<file path="config.mk">
export PLATFORM = sky130hd
export DESIGN_NAME = uart_tx_arbiter
export DESIGN_NICKNAME = d
export VERILOG_FILES = /design/src/rtl/uart_tx_arbiter.sv
export SDC_FILE = /design/constraint.sdc
export NUM_CORES = 1
export LEC_CHECK = 0
export ABC_AREA = 1
export ABC_CLOCK_PERIOD_IN_PS = 1600
export CORE_MARGIN = 2
export CORE_UTILIZATION = 56
export DETAILED_ROUTE_END_ITERATION = 10
export DONT_BUFFER_PORTS = 1
export PLACE_DENSITY = 0.76
export SLEW_MARGIN = 20
export SYNTH_ARGS = -nofsm -noshare
export SYNTH_HDL_FRONTEND = slang
export SYNTH_SLANG_ARGS = --single-unit
</file>
<file path="constraint.sdc">
create_clock -name clk -period 1.6 [get_ports clk]
set_clock_uncertainty 0.2 [all_clocks]
set_input_delay 0.24 -clock clk [delete_from_list [all_inputs] [get_ports clk]]
set_output_delay 0.24 -clock clk [all_outputs]
set_load 0.05 [all_outputs]
</file>
<file path="src/rtl/uart_tx_arbiter.sv">
// uart_tx_arbiter: round-robin arbiter sharing one UART transmitter among
// NUM_REQ byte producers. Each grant captures one byte, raises the UART
// enable until txBusy rises, waits for txBusy to fall, then idles for one
// GAP cycle so the UART always sees enable low for at least two cycles.
//
// Ports:
//   clk          system clock, rising edge
//   reset        synchronous active-high reset
//   reqValid     per-requester byte pending (held until reqReady)
//   reqData      packed request bytes, requester i at [i*DATA_WIDTH +: DATA_WIDTH]
//   reqReady     one-hot, one-cycle accept pulse to the granted requester
//   txBusy       UART transmitter busy
//   enable       UART transmit enable
//   inputData    byte presented to the UART
//   grantId      index of the current/last granted requester
//   active       transfer in progress (FSM not idle)
//   timeoutFlag  one-cycle pulse on watchdog abort
//
// Optional feature macro: UART_TX_ARB_TIMEOUT_EN adds a watchdog that aborts
// a transfer stuck in START/BUSY after TIMEOUT_CYCLES cycles. Without it
// timeoutFlag is tied low and START/BUSY wait indefinitely.
module uart_tx_arbiter #(
  parameter int unsigned NUM_REQ        = 4,
  parameter int unsigned DATA_WIDTH     = 8,
  parameter int unsigned TIMEOUT_CYCLES = 4096
) (
  input  logic                                             clk,
  input  logic                                             reset,
  input  logic [NUM_REQ-1:0]                               reqValid,
  input  logic [NUM_REQ*DATA_WIDTH-1:0]                    reqData,
  output logic [NUM_REQ-1:0]                               reqReady,
  input  logic                                             txBusy,
  output logic                                             enable,
  output logic [DATA_WIDTH-1:0]                            inputData,
  output logic [((NUM_REQ > 1) ? $clog2(NUM_REQ) : 1)-1:0] grantId,
  output logic                                             active,
  output logic                                             timeoutFlag
);

  localparam int unsigned ID_W = (NUM_REQ > 1) ? $clog2(NUM_REQ) : 1;

  // Elaboration-time parameter range checks
  if (NUM_REQ < 1 || NUM_REQ > 16) begin : g_bad_num_req
    $error("uart_tx_arbiter: NUM_REQ must be in 1..16");
  end
  if (TIMEOUT_CYCLES < 2) begin : g_bad_timeout
    $error("uart_tx_arbiter: TIMEOUT_CYCLES must be at least 2");
  end

  typedef enum logic [1:0] {
    S_IDLE  = 2'd0,
    S_START = 2'd1,
    S_BUSY  = 2'd2,
    S_GAP   = 2'd3
  } state_t;

  state_t                r_state;
  logic [ID_W-1:0]       r_last;
  logic [ID_W-1:0]       r_grant;
  logic [DATA_WIDTH-1:0] r_data;
  logic [NUM_REQ-1:0]    r_ready;
  logic                  r_enable;
  logic                  r_active;

  logic                  w_found;
  logic                  w_upper;
  logic [ID_W-1:0]       w_winner;
  logic [DATA_WIDTH-1:0] w_data;
  logic [NUM_REQ-1:0]    w_onehot;
  logic                  w_expire;

  // Round-robin pick: lowest requester above lastGrant, else lowest overall (wrap)
  always_comb begin
    w_found  = 1'b0;
    w_upper  = 1'b0;
    w_winner = '0;
    for (int i = 0; i < int'(NUM_REQ); i++) begin
      if (reqValid[i] && !w_found) begin
        w_found  = 1'b1;
        w_winner = ID_W'(i);
      end
    end
    for (int i = 0; i < int'(NUM_REQ); i++) begin
      if (reqValid[i] && !w_upper && (i > int'(r_last))) begin
        w_upper  = 1'b1;
        w_winner = ID_W'(i);
      end
    end
  end

  // Winner's byte and accept pulse
  always_comb begin
    w_data = '0;
    for (int i = 0; i < int'(NUM_REQ); i++) begin
      if (w_winner == ID_W'(i)) begin
        w_data = reqData[i*DATA_WIDTH +: DATA_WIDTH];
      end
    end
    w_onehot = NUM_REQ'(1) << w_winner;
  end

`ifdef UART_TX_ARB_TIMEOUT_EN
  localparam int unsigned CNT_W = $clog2(TIMEOUT_CYCLES + 1);

  logic [CNT_W-1:0] r_cnt;
  logic             r_tmo;

  // Counter is zero on the first START cycle; expiry on the TIMEOUT_CYCLES-th cycle
  assign w_expire = ((r_state == S_START) || (r_state == S_BUSY)) &&
                    (r_cnt == CNT_W'(TIMEOUT_CYCLES - 1));

  always_ff @(posedge clk) begin
    if (reset) begin
      r_cnt <= '0;
      r_tmo <= 1'b0;
    end else begin
      r_tmo <= w_expire;
      if ((r_state == S_START) || (r_state == S_BUSY)) begin
        r_cnt <= r_cnt + CNT_W'(1);
      end else begin
        r_cnt <= '0;
      end
    end
  end

  assign timeoutFlag = r_tmo;
`else
  assign w_expire    = 1'b0;
  assign timeoutFlag = 1'b0;
`endif

  // Transfer sequencer with registered UART/requester outputs
  always_ff @(posedge clk) begin
    if (reset) begin
      r_state  <= S_IDLE;
      r_last   <= ID_W'(NUM_REQ - 1);
      r_grant  <= '0;
      r_data   <= '0;
      r_ready  <= '0;
      r_enable <= 1'b0;
      r_active <= 1'b0;
    end else begin
      r_ready <= '0;
      unique case (r_state)
        S_IDLE: begin
          if (w_found) begin
            r_data   <= w_data;
            r_grant  <= w_winner;
            r_last   <= w_winner;
            r_ready  <= w_onehot;
            r_enable <= 1'b1;
            r_active <= 1'b1;
            r_state  <= S_START;
          end
        end
        S_START: begin
          if (w_expire) begin
            r_enable <= 1'b0;
            r_state  <= S_GAP;
          end else if (txBusy) begin
            r_enable <= 1'b0;
            r_state  <= S_BUSY;
          end
        end
        S_BUSY: begin
          if (w_expire || !txBusy) begin
            r_state <= S_GAP;
          end
        end
        S_GAP: begin
          r_active <= 1'b0;
          r_state  <= S_IDLE;
        end
      endcase
    end
  end

  assign reqReady  = r_ready;
  assign enable    = r_enable;
  assign inputData = r_data;
  assign grantId   = r_grant;
  assign active    = r_active;

endmodule

</file>
==> metrics.md <==
| Metric | Value |
|---|---|
| Antenna cell count | 0 |
| Synth Flop Type | dfxtp_1 |
| Post-layout min period | 1.69 ns |
| PortBufs | 0 |
| Layout fillers | between 150 and 200 |
| Status | complete, but fails checks |
| Num Clock Sinks | 20 |
| Cell count along the critical path | 11 |
| Ports | 56 |
| Worst min-delay path startpoint | reset |
| Drt first pass iters | 4 |
| Synth cell count leaders | 32 x nand2_1, 20 x dfxtp_1, 16 x inv_1, 16 x nand4_1, 11 x nand3_1 |
| Sw Pwr | 0.00194 W |
| Global route overflow | 0 |
| Wirelength per Cell | 16.3 µm |
| Max Cap Viol | 0 |
| Reg2reg end | inputData[4]$_SDFFE_PP0P_ |
| Vias per cell | slightly below 6 |
| Setup crit end | inputData[4]$_SDFFE_PP0P_ |
| Residual DRC | 0 |
| Max clock buf depth | 2 |
| # rows | 18 |
| WHS | -0.215 ns |
| Clk slew on worst S/H paths | 0.11 ns |
| Crit-path cells | inv_4 > nand2_4 > nor2_4 > inv_4 > nand2_8 > nand2_8 > buf_12 > o21ai_2 > nand3_2 > nand2_2 > a21oi_2 |
| Fraction of registers with async set/reset | 0 |
| Reg-to-Reg Start | r_last[1]$_SDFFE_PP1P_ |
| Die area | 2990 µm² |
| Initial antenna violation count | 0 |
| Part of the cycle the worst path needs | 1.06 |
| Initial Util | 0.585 |
| H-tree lvl count | 1 |
| NumNets Final | 246 |
| Die H | ~55 µm |
| Critical path startpoint | r_last[1]$_SDFFE_PP1P_ |
| Initial drt markers | 37 |
| Core Region | roughly 2500 µm² |
| Critical path type | flip-flop to flip-flop |
| Setup Viol. Count Final | 8 |
| Critical path capture point type | flip-flop |
| Global-route wire length before repair | ~5300 µm |
| Post-DP HPWL | 2700 µm |
| Logic pwr share | 0.561 |
| Post-synth cell types | 33 |
| GP Congestion | 0.797 |
| Slew HR | 0.643 |
| Clock Latency Late Sink | 0.30 ns |
| Synth area leaders | dfxtp_1 28%, nand2_1 8.4%, nand4_1 7.0% |
| Area leader, netlist | dfxtp_1 |
| Flops & latches, synth | 20 |
| Syn Inst Count | 185 |
| Fmax | 592 MHz |
| Ratio of cells with drive above 1 in the final layout | 0.408 |
| TritonCTS clock tree | done |
| Tot GR Track Use | 0.244 |
| Crit-path max cell delay | 0.36 ns |
| Total power | 0.00357 W |
| Net switching fraction of the power | 0.545 |
| Register area share after synthesis | 0.279 |
| Synth top area share | 0.279 |
| Die X | ~55 µm |
| Critical path launch point type | flip-flop |
| Largest net degree at the start of global routing | 19 |
| Flop pwr share | 0.357 |
| Layout area overhead | 19.3% |
| CP max FO | 10 |
| CTS buffer count | 3 |
| HP Class | input port to flip-flop |
| Final Hold Viols | 13 |
| Total Wirelength | 3760 µm |
| Leakage | 0.763 nW |
| Worst R2R Setup Slack | -0.09 ns |
| Critical Path AT | 1.70 ns |
| Vias | 1360 |
| Worst-Margin Slew | 0.536 ns |
| Pint | 0.00162 W |
| Synthesized cell area | 1440 µm² |
| Power Density | about 2100 nW/µm² |
| Synth warn | 0 |
| Critical Path RT | 1.61 ns |
| Synthesized Nets | 229 |
| Clock Tree Root | clkbuf_4 |
| Final WS setup | -0.0880 ns |
| Worst VDD drop | 0.00140 V |
| Number of global-route vias before repair | 1183 |
| Post-synth EDFFs | 0 |
| Worst-case reg-to-reg path depth | 11 |
| Buf/Inv on CP | 3 |
| Cell with the most instances after synthesis | nand2_1 |
| DRT antenna net count | 0 |
| Syn Area/Cell | 7.76 µm² |
| Failing checks | negative hold slack, negative setup slack |
| Clk pwr share | 0.081 |
| RSZ-0062 raised after global routing | yes |
| CP top delay family | simple AND/OR/NAND/NOR gates |
| Slowest CP cell | dfxtp_2 |
| Slew Viols, Final | 0 |
[layout by cell type, fill, tap and decap left out, types with 6 or more instances in the layout]
master and count:
o21ai_2 7, dfxtp_1 16, nand3_1 10, nand2_1 31
nand3_2 8, a21oi_2 10, nand4_1 16, inv_1 15
nand2_2 9, buf_4 8, inv_2 6
[stage by stage]
step	instance area (µm²)	std cells	utilization	setup slack (ns)	setup TNS, ns
global placement	1490	216	0.606	-0.0481	-0.274
detailed placement	1490	216	0.606	-0.100	-0.958
finish	1710	231	0.698	-0.0880	-0.547
global route	1710	231	0.698	-0.157	-1.25
CTS	1630	227	0.665	-0.0400	-0.235
floorplan	1440	185	-	0.0112	0
[worst register-to-register path: cells and delay by family (launching register included)]
family                 cells  cell delay [ns]
AND/OR/NAND/NOR            6             0.61
buffers and inverters      3             0.32
flip-flops                 1             0.36
AO/OA/AOI/OAI              2             0.11
[kinds of logic (layout without fill, tap and decap cells)]
group	after synthesis	count (layout)	share of synthesized area
buf+inv	37	53	0.125
simple gates	93	93	0.403
other cells	1	1	0.00261
compound gates	29	29	0.147
fa+ha+maj	5	5	0.0436
flops	20	20	0.279
[worst min-delay path by stage]
stage | end | slack [ns] | depth (start not counted)
floorplan | r_state[0]$_SDFFE_PP0P_ | 0.12 | 1
global placement | inputData[3]$_SDFFE_PP0P_ | 0.11 | 1
detailed placement | inputData[2]$_SDFFE_PP0P_ | 0.11 | 1
CTS | inputData[0]$_SDFFE_PP0P_ | -0.22 | 1
global route | inputData[0]$_SDFFE_PP0P_ | -0.23 | 1
finish | inputData[4]$_SDFFE_PP0P_ | -0.21 | 1
[power by group through the flow]
| stage | Combinational [W] | Clock [W] | Sequential, W |
|---|---|---|---|
| 6_report | 0.00200 | 0.000290 | 0.00127 |
| 2_1_floorplan | 0.00137 | 0 | 0.00126 |
| 3_3_place_gp | 0.00159 | 0 | 0.00125 |
| 3_5_place_dp | 0.00168 | 0 | 0.00126 |
| 5_1_grt | 0.00217 | 0.000314 | 0.00130 |
| 4_1_cts | 0.00184 | 0.000293 | 0.00126 |
[area by class of cell]
type | instances | area (µm²) | share of cell area
clock buffer | 4 | 36.3 | 0.0212
inverter | 29 | 116 | 0.0679
multi-input combinational | 128 | 903 | 0.527
sequential | 20 | 408 | 0.238
tap | 30 | 37.5 | 0.0219
timing repair buffer | 19 | 204 | 0.119
timing repair inverter | 1 | 7.51 | 0.00438
[metal layers]
layer,vias to the layer above,share of wire,track usage
li1,640,-,-
met1,661,0.38,0.272
met2,53,0.54,0.444
met3,6,0.073,0.0765
met4,0,0.0088,0.0583
met5,-,0,0
[state kept, by name, summed over array words and instances, names as in the netlist]
register / cells
inputData: 8
active: 1
r_state: 2
enable: 1
grantId: 2
r_last: 2
reqReady: 4
[timing repair]
item,CTS,global route
pin swaps,3,1
gates cloned,0,1
buffers inserted,4,1
endpoints found under the setup margin,15,19
hold buffers,3,2
resized for setup,12,15
hold endpoints to repair,16,15
Note: power is estimated with default switching activity, not from simulation.
